### config.mk
export PLATFORM = sky130hd
export DESIGN_NAME = workout_session_ctrl
export DESIGN_NICKNAME = d
export VERILOG_FILES = /design/src/rtl/fitness_pkg.sv /design/src/rtl/workout_session_ctrl_sec_tick_gen.sv /design/src/rtl/workout_session_ctrl.sv
export SDC_FILE = /design/constraint.sdc
export NUM_CORES = 1
export LEC_CHECK = 0
export BUFFER_PORTS_ARGS = -buffer_cell sky130_fd_sc_hd__buf_4
export CAP_MARGIN = 20
export CORE_MARGIN = 2
export CORE_UTILIZATION = 55
export DETAILED_ROUTE_END_ITERATION = 16
export PLACE_DENSITY = 0.77
export SLEW_MARGIN = 10
export SYNTH_ARGS = -nofsm -noshare
export SYNTH_HDL_FRONTEND = slang
export SYNTH_SLANG_ARGS = --single-unit
### constraint.sdc
create_clock -name i_clk -period 6.5 [get_ports i_clk]
set_input_delay 0 -clock i_clk [delete_from_list [all_inputs] [get_ports i_clk]]
set_output_delay 0 -clock i_clk [all_outputs]
set_load 0.05 [all_outputs]
### src/rtl/fitness_pkg.sv
// Shared types and constants for the workout session controller.
package fitness_pkg;

  typedef enum logic [1:0] {
    ST_IDLE  = 2'b00,
    ST_RUN   = 2'b01,
    ST_PAUSE = 2'b10,
    ST_ALARM = 2'b11
  } sessState_t;

  localparam int HR_EMERG = 180;
  localparam int HR_WARN  = 150;

endpackage

### src/rtl/workout_session_ctrl_sec_tick_gen.sv
// Free-running divider that emits a one-cycle tick every TICK_DIV enabled cycles.
module sec_tick_gen #(
  parameter int TICK_DIV = 50_000_000
) (
  input  logic i_clk,
  input  logic i_rst,
  input  logic i_en,
  input  logic i_clr,
  output logic o_tick
);

  localparam int CW = (TICK_DIV > 1) ? $clog2(TICK_DIV) : 1;
  localparam logic [CW-1:0] LAST = CW'(TICK_DIV - 1);

  logic [CW-1:0] r_cnt;

  assign o_tick = i_en && (r_cnt == LAST);

  // Clear wins over enable; the count freezes when neither is asserted.
  always_ff @(posedge i_clk or posedge i_rst) begin
    if (i_rst) begin
      r_cnt <= '0;
    end else if (i_clr) begin
      r_cnt <= '0;
    end else if (i_en) begin
      r_cnt <= (r_cnt == LAST) ? '0 : r_cnt + CW'(1);
    end
  end

endmodule

### src/rtl/workout_session_ctrl.sv
// Session FSM that samples heart rate once per second for the step calculator
// and raises an alarm after a run of emergency readings.
module workout_session_ctrl #(
  parameter int TICK_DIV   = 50_000_000,
  parameter int HR_EMERG   = fitness_pkg::HR_EMERG,
  parameter int EMERG_HOLD = 3
) (
  input  logic        i_clk,
  input  logic        i_rst,
  input  logic        i_start_btn,
  input  logic        i_pause_btn,
  input  logic        i_stop_btn,
  input  logic [7:0]  i_hr_input,
  input  logic        i_hr_valid,
  output logic        o_sample_valid,
  output logic        o_calc_rst,
  output logic [7:0]  o_hr_latched,
  output logic [1:0]  o_state,
  output logic [15:0] o_session_secs,
  output logic        o_alarm
);

  import fitness_pkg::*;

  localparam logic [7:0] HR_LIMIT = 8'(HR_EMERG);
  localparam logic [7:0] HOLD     = 8'(EMERG_HOLD);

  sessState_t  r_state, w_nextState;
  logic        w_tick, w_tickDone, w_emit, w_start, w_alarmTrip;
  logic [7:0]  w_sampleHr, w_emergNext;
  logic [7:0]  r_hrCap, r_hrLatched, r_emergCnt;
  logic        r_sticky, r_sampleValid, r_calcRst;
  logic [15:0] r_secs;

  sec_tick_gen #(.TICK_DIV(TICK_DIV)) u_tick (
    .i_clk  (i_clk),
    .i_rst  (i_rst),
    .i_en   (r_state == ST_RUN),
    .i_clr  ((r_state == ST_IDLE) || (r_state == ST_ALARM)),
    .o_tick (w_tick)
  );

  // A stop in the tick cycle throws the whole second away.
  assign w_tickDone  = w_tick && !i_stop_btn;
  assign w_emit      = w_tickDone && (r_sticky || i_hr_valid);
  assign w_sampleHr  = i_hr_valid ? i_hr_input : r_hrCap;
  assign w_emergNext = (w_sampleHr > HR_LIMIT)
                       ? ((r_emergCnt == 8'hFF) ? r_emergCnt : r_emergCnt + 8'd1)
                       : 8'd0;
  assign w_alarmTrip = w_emit && (w_emergNext >= HOLD);
  assign w_start     = (r_state == ST_IDLE) && (w_nextState == ST_RUN);

  always_ff @(posedge i_clk or posedge i_rst) begin
    if (i_rst) r_state <= ST_IDLE;
    else       r_state <= w_nextState;
  end

  // Only the highest-priority request is considered; if it does not apply here it is dropped.
  always_comb begin
    w_nextState = r_state;
    case (r_state)
      ST_IDLE:  if (!i_stop_btn && !i_pause_btn && i_start_btn) w_nextState = ST_RUN;
      ST_RUN: begin
        if (i_stop_btn)       w_nextState = ST_IDLE;
        else if (w_alarmTrip) w_nextState = ST_ALARM;
        else if (i_pause_btn) w_nextState = ST_PAUSE;
      end
      ST_PAUSE: begin
        if (i_stop_btn)       w_nextState = ST_IDLE;
        else if (i_pause_btn) w_nextState = ST_RUN;
      end
      ST_ALARM: if (i_stop_btn) w_nextState = ST_IDLE;
    endcase
  end

  always_ff @(posedge i_clk or posedge i_rst) begin
    if (i_rst) begin
      r_calcRst     <= 1'b0;
      r_sampleValid <= 1'b0;
      r_secs        <= '0;
      r_emergCnt    <= '0;
      r_sticky      <= 1'b0;
      r_hrCap       <= '0;
      r_hrLatched   <= '0;
    end else begin
      r_calcRst     <= w_start;
      r_sampleValid <= w_emit;
      if (w_start) begin
        r_secs     <= '0;
        r_emergCnt <= '0;
        r_sticky   <= 1'b0;
      end else begin
        if (w_tickDone && (r_secs != 16'hFFFF)) r_secs <= r_secs + 16'd1;
        if (w_emit) begin
          r_hrLatched <= w_sampleHr;
          r_emergCnt  <= w_emergNext;
          r_sticky    <= 1'b0;
        end else if ((r_state == ST_RUN) && i_hr_valid) begin
          r_sticky <= 1'b1;
        end
        if ((r_state == ST_RUN) && i_hr_valid) r_hrCap <= i_hr_input;
      end
    end
  end

  assign o_sample_valid = r_sampleValid;
  assign o_calc_rst     = r_calcRst;
  assign o_hr_latched   = r_hrLatched;
  assign o_state        = r_state;
  assign o_session_secs = r_secs;
  assign o_alarm        = (r_state == ST_ALARM);

endmodule

==> run_results.csv, run 1 <==
group,metric,value,unit
worst_setup_path,crit_type,"reg -> reg",
sta,setup_tns,0,ns
layout,final_common_cell,"dfrtp_1",
logic_synthesis,mappedNetlistNets,478,
routing,antenna_left,0,
worst_setup_path,r2r_end,"o_hr_latched[7]",
routing,drtIter0Drc,281,
layout,drive_above_1_share,15.4,%
floorplan,die_w,90.5,microns
status,status,"completed",
clock_network,clock_latency,0.35,ns
routing,wl_per_cell,15.5,microns
worst_setup_path,worst-path-max-fanout,19,
routing,totalWireLength,9420,microns
routing,vias_per_cell,6.06,
power_and_ir_drop,finalPower,1.17,mW
sta,tightest_slew,1.15,ns
layout,final_nets,525,
grt,grt_pass1_wl,15900,microns
grt,grt_usage,23.7,%
clock_network,clock-sinks,71,
sta,period_needed,3.09,ns
worst_setup_path,crit_path_start_kind,"flop",
sta,timing.final.crit_share,47.6,%
worst_setup_path,rr_startpoint,"o_state[0]",
grt,grt_max_degree,72,
grt,first_global_vias,3307,
logic_synthesis,yosysWarnings,0,
worst_hold_path,worstHoldEndpoint,"o_state[0]",
layout,antenna_cells,0,
run,maxCapViolCount,0,
routing,drtPass1Iterations,5,
worst_hold_path,hold_depth,4,
worst_setup_path,end_kind,"flop",
sta,whs,0.0440,ns
power_and_ir_drop,ir_drop,0.000174,V
routing,drc_errors,0,
logic_synthesis,yosys.cell_types.count,57,
grt,antenna_found_initial,0,
clock_network,post_cts_buffers,0,
clock_network,path_clk_slew,0.08,ns
layout,mostFrequentLayoutCells,"dfrtp_1 (71), nand2_1 (44), buf_4 (43)",
sta,skew,0.0102,ns
sta,timing.final.hold_violations,0,
logic_synthesis,syn_area_per_cell,9.02,sq um
placed_design,placed_cells,581,
floorplan,die_y,90.5,microns
sta,rsz0062_at_grt,"false",
logic_synthesis,syn_area,4110,sq um
worst_setup_path,crit_chain,"inv_1, ha_1, and3b_1, nor2_1, inv_2, or4_1, mux2_1",
clock_network,root_buffer,"clkbuf_8",
worst_setup_path,r2r_slack,3.41,ns
grt,grt-ovfl-total,0,
placed_design,portBuffers,42,
floorplan,dieArea,8190,sq um
placed_design,gp_congestion,0.941,
power_and_ir_drop,p_leak,2.01,nW
power_and_ir_drop,power_density,246,nW/um^2
logic_synthesis,synth_seq_cells,71,
floorplan,row_count,31,
layout,final_cells,607,
layout,syn_to_final_growth,15.9,%
placed_design,hpwl,6340,microns
sta,setup_viol,0,
worst_setup_path,slowest_delay,0.82,ns
floorplan,placeableCoreArea,7250,sq um
sta,relSlewSlack,23.3,%
worst_hold_path,worstHoldStart,"i_stop_btn",
clock_network,htree_levels,3,
worst_hold_path,min-delay-path-class,"in -> reg",
clock_network,cts_buffers,9,
worst_setup_path,cp.required,6.74,ns
clock_network,cts-resized-gates,0,
floorplan,num_io_pins,43,
clock_network,ctsLongestPathBuffers,2,
worst_setup_path,r2r_cells,7,
routing,via_count,3678,
sta,clock.fmax,323,MHz
logic_synthesis,ys_seq_area_share,43.2,%
sta,slew_violations,0,
floorplan,start_util,56.7,%
worst_setup_path,arrival,3.33,ns
layout,fillCellCount,592,
clock_network,cts_tree,"built",
logic_synthesis,netlist_instances,456,
worst_setup_path,crit_slowest_cell,"or4_1",
logic_synthesis,yosys_most_used_dff,"dfrtp_1",
clock_network,cts_hold_buf,10,
logic_synthesis,synthArstFlopShare,100,%
logic_synthesis,synth_edf_count,0,
## registers in the layout, summed over array words and instances (netlist names), 2 cells and up
name / count
r_hrCap: 8
o_state: 2
r_emergCnt: 8
o_session_secs: 16
u_tick.r_cnt: 26
o_hr_latched: 8
## synthesized netlist by cell type, types with 3 or more instances
cell type  number  area (sq um)
dfrtp_1        71          1780
nand4_1        12          75.1
or4_1          13          97.6
and4_1          4          35.0
o21ai_1         4          20.0
or3_1           9          56.3
a31o_2          3          26.3
mux2i_1        10           100
ha_1            8           100
inv_1          15          56.3
o22a_1          5          43.8
nand3_1        19          95.1
and3_1         10          62.6
nand3b_1        5          37.5
xnor2_1        12           105
nor3b_1         5          37.5
a21oi_1        21           105
and2_1          4          25.0
o22ai_1         3          18.8
a21o_1          5          37.5
xor2_1          4          35.0
clkbuf_1       13          48.8
buf_2           3          15.0
nor2_1         42           158
nor4_1          8          50.1
mux2_2          9           101
nand2_1        44           165
a31oi_1         3          18.8
nand2b_1        3          18.8
nor3_1         26           130
o21ai_0        29           145
a211oi_1        3          22.5
## layout make-up
| class | count | area (sq um) | share of cell area (%) |
|---|---|---|---|
| clock buffers | 10 | 138 | 2.89 |
| clock inverters | 6 | 36.3 | 0.761 |
| inverters | 16 | 60.1 | 1.26 |
| multi-input cells | 352 | 2210 | 46.3 |
| flip-flops and latches | 71 | 1780 | 37.3 |
| well taps | 99 | 124 | 2.60 |
| repair buffers | 53 | 423 | 8.87 |
## worst max-delay path, delay by kind of cell, from the launching register on
family | cells | cell delay (ns)
adders and majority gates | 1 | 0.29
and+or+nand+nor | 3 | 1.44
buffers and inverters | 2 | 0.38
muxes | 1 | 0.39
DFF | 1 | 0.49
## how the worst max path moves through the flow
stage | slack [ns] | from | end
4_1_cts | 3.42 | o_state[0] | o_hr_latched[7]
3_5_place_dp | 3.42 | o_state[0] | o_hr_latched[7]
5_1_grt | 3.18 | o_state[0] | o_hr_latched[7]
2_1_floorplan | 3.66 | o_state[0] | o_hr_latched[3]
3_3_place_gp | 3.61 | o_state[0] | o_hr_latched[7]
6_report | 3.41 | o_state[0] | o_hr_latched[7]
## cells by family after synthesis
family | synth area share [%]
XOR/XNOR | 3.41
buffers and inverters | 3.10
multiplexers | 5.17
adder cells (fa/ha/maj) | 2.43
AND/OR/NAND/NOR | 28.6
AO/OA/AOI/OAI | 14.1
flip-flops | 43.2
## stage by stage
| stage | utilization (%) | area (sq um) | setup slack, ns |
|---|---|---|---|
| after global routing | 65.7 | 4770 | 3.18 |
| after floorplan | - | 4110 | 3.66 |
| final | 65.7 | 4770 | 3.41 |
| after CTS | 65.7 | 4770 | 3.42 |
| after detailed placement | 61.9 | 4490 | 3.42 |
| after global placement | 61.9 | 4490 | 3.61 |
## routing by layer
layer  vias up  GRT usage [%]  wire length [microns]
met2        85           36.0                   4390
met3        18           3.67                    361
met5         -              0                      0
li1       1777              -                      -
met1      1798           34.1                   4480
met4         0           9.49                    196
## where the power goes
group,internal (mW),switching [mW],leakage [nW]
sequential,0.484,0.0390,0.971
combinational,0.111,0.223,0.946
clock,0.147,0.170,0.0918
(Power assumes the default switching activity.)
==> run 2, diff against run 1 <==
--- a/config.mk
+++ b/config.mk
@@ -8,9 +8,9 @@
 export BUFFER_PORTS_ARGS = -buffer_cell sky130_fd_sc_hd__buf_4
 export CAP_MARGIN = 20
 export CORE_MARGIN = 2
-export CORE_UTILIZATION = 55
+export CORE_UTILIZATION = 53
 export DETAILED_ROUTE_END_ITERATION = 16
-export PLACE_DENSITY = 0.77
+export PLACE_DENSITY = 0.78
 export SLEW_MARGIN = 10
 export SYNTH_ARGS = -nofsm -noshare
 export SYNTH_HDL_FRONTEND = slang
==> constraint.sdc (replaced) <==
create_clock -name i_clk -period 2.8 [get_ports i_clk]
set_input_delay 0 -clock i_clk [delete_from_list [all_inputs] [get_ports i_clk]]
set_output_delay 0 -clock i_clk [all_outputs]
set_load 0.05 [all_outputs]
==> run_results.csv, run 2 (synthesized netlist as in run 1, its figures left out) <==
group,metric,value,unit
status,status,"completed",
floorplan,start_util,54.1,%
layout,largest_reg_flops,26,
routing,drc_errors,0,
grt,grt_max_degree,33,
routing,via_count,3775,
placed_design,placed_cells,598,
sta,rsz0062_at_grt,"false",
grt,grt_usage,24.9,%
layout,antenna_cells,0,
routing,totalWireLength,9870,microns
sta,setup_tns,0,ns
sta,skew,0.0115,ns
sta,timing.final.crit_share,90.2,%
power_and_ir_drop,power.internal,1.88,mW
placed_design,hpwl,7130,microns
floorplan,row_count,32,
clock_network,cts_hold_buf,9,
grt,first_global_vias,3555,
floorplan,die_y,92.1,microns
grt,antenna_found_initial,0,
sta,setup_viol,0,
power_and_ir_drop,p_seq_share,42.0,%
placed_design,portBuffers,42,
worst_hold_path,hold_depth,3,
layout,final_common_cell,"dfrtp_1",
worst_hold_path,worstHoldEndpoint,"o_state[1]",
placed_design,post-place-ws,0.280,ns
layout,syn_to_final_growth,18.7,%
layout,fillCellCount,647,
floorplan,die_w,92.1,microns
power_and_ir_drop,switchingPower,998,uW
layout,postLayoutCoreUtil,64.2,%
grt,grt_use_met3,3.53,%
power_and_ir_drop,p_leak,2.08,nW
routing,drtIter0Drc,197,
layout,drive_above_1_share,17.5,%
sta,tightest_slew,0.809,ns
worst_setup_path,end_kind,"flop",
clock_network,root_buffer,"clkbuf_8",
routing,wl_per_cell,15.8,microns
power_and_ir_drop,finalPower,2.88,mW
worst_setup_path,cp.required,3.07,ns
power_and_ir_drop,swShare,34.7,%
clock_network,clock-sinks,71,
worst_setup_path,r2r_slack,0.27,ns
power_and_ir_drop,p_comb_share,29.6,%
worst_setup_path,crit_slowest_cell,"or4_1",
worst_setup_path,crit_type,"reg -> reg",
clock_network,post_cts_buffers,0,
grt,met1_usage,34.4,%
worst_setup_path,arrival,2.80,ns
sta,period_needed,2.53,ns
sta,slew_violations,0,
clock_network,htree_levels,3,
routing,drtPass1Iterations,5,
clock_network,path_clk_slew,0.08,ns
worst_hold_path,min-delay-path-class,"in -> reg",
worst_setup_path,crit_chain,"or4_1, nor4_4, o2111ai_2, or3_1, a21oi_1",
layout,top_register,"u_tick.r_cnt",
worst_setup_path,crit_path_start_kind,"flop",
sta,fin_ws,0.275,ns
floorplan,dieArea,8480,sq um
worst_setup_path,rr_startpoint,"u_tick.r_cnt[7]",
grt,grt-busiest-layer,"met2",
layout,final_nets,538,
worst_setup_path,r2r_end,"o_session_secs[13]",
layout,mostFrequentLayoutCells,"dfrtp_1 (70), buf_4 (57), nand2_1 (44)",
floorplan,num_io_pins,43,
sta,relSlewSlack,45.8,%
placed_design,place_area,4600,sq um
routing,antenna_left,0,
sta,clock.fmax,396,MHz
worst_setup_path,worst-path-max-fanout,9,
grt,grt_pass1_wl,16900,microns
sta,timing.final.hold_violations,0,
power_and_ir_drop,p_clk_share,28.4,%
power_and_ir_drop,power_density,589,nW/um^2
run,maxCapViolCount,0,
sta,whs,0.0283,ns
worst_hold_path,worstHoldStart,"i_pause_btn",
clock_network,ctsLongestPathBuffers,2,
grt,grt-ovfl-total,0,
layout,final_cells,623,
clock_network,clock_latency,0.34,ns
placed_design,gp_congestion,0.950,
worst_setup_path,r2r_cells,5,
floorplan,placeableCoreArea,7610,sq um
grt,use_met2,39.4,%
clock_network,cts_tree,"built",
power_and_ir_drop,ir_drop,0.000290,V
routing,vias_per_cell,6.06,
clock_network,cts-resized-gates,0,
clock_network,cts_buffers,9,
layout,design_area,4880,sq um
worst_setup_path,slowest_delay,0.59,ns
-- run 2: changes by cell type in the layout (fill, tap and decap cells not counted), sizes merged --
cell / before / now
clkinvlp: 1 / 0
bufinv: 0 / 1
buf: 43 / 57
dlygate4sd3: 10 / 9
clkinv: 5 / 3
clkbuf: 10 / 12
-- run 2: final cells by class --
class	count	area (sq um)	share of cell area, %
clock buffer	12	145	2.97
clock inverter	4	45.0	0.923
inverter	16	60.1	1.23
multi-input combinational	352	2210	45.2
sequential	71	1780	36.4
tap	102	128	2.61
timing repair buffer	66	518	10.6
-- run 2: power by group through the flow --
stage | Sequential [mW] | Clock [mW] | Combinational [mW]
after floorplan | 1.27 | 0 | 0.520
after global placement | 1.22 | 0 | 0.824
after detailed placement | 1.23 | 0 | 0.839
after CTS | 1.21 | 0.819 | 0.851
after global routing | 1.22 | 0.868 | 0.951
final | 1.21 | 0.816 | 0.852
-- run 2: worst max path at each step --
stage	start	to	slack, ns	depth (start not counted)
after global placement	u_tick.r_cnt[7]	o_session_secs[13]	0.38	5
after floorplan	o_state[1]	o_hr_latched[3]	0.04	10
after CTS	u_tick.r_cnt[7]	o_session_secs[6]	0.30	5
final	u_tick.r_cnt[7]	o_session_secs[13]	0.27	5
after detailed placement	u_tick.r_cnt[7]	o_session_secs[13]	0.28	5
after global routing	u_tick.r_cnt[7]	o_session_secs[13]	0.14	5
-- run 2: worst max-delay path: cells and delay by family (launching register included) --
family / cells / cell delay, ns
and+or+nand+nor: 3 / 1.53
DFF: 1 / 0.44
AOI/OAI and AO/OA: 2 / 0.48
-- run 2: metal layers --
metal,up-vias,wire [microns]
met5,-,0
met4,0,211
met3,17,540
met2,126,4770
met1,1824,4350
li1,1808,-
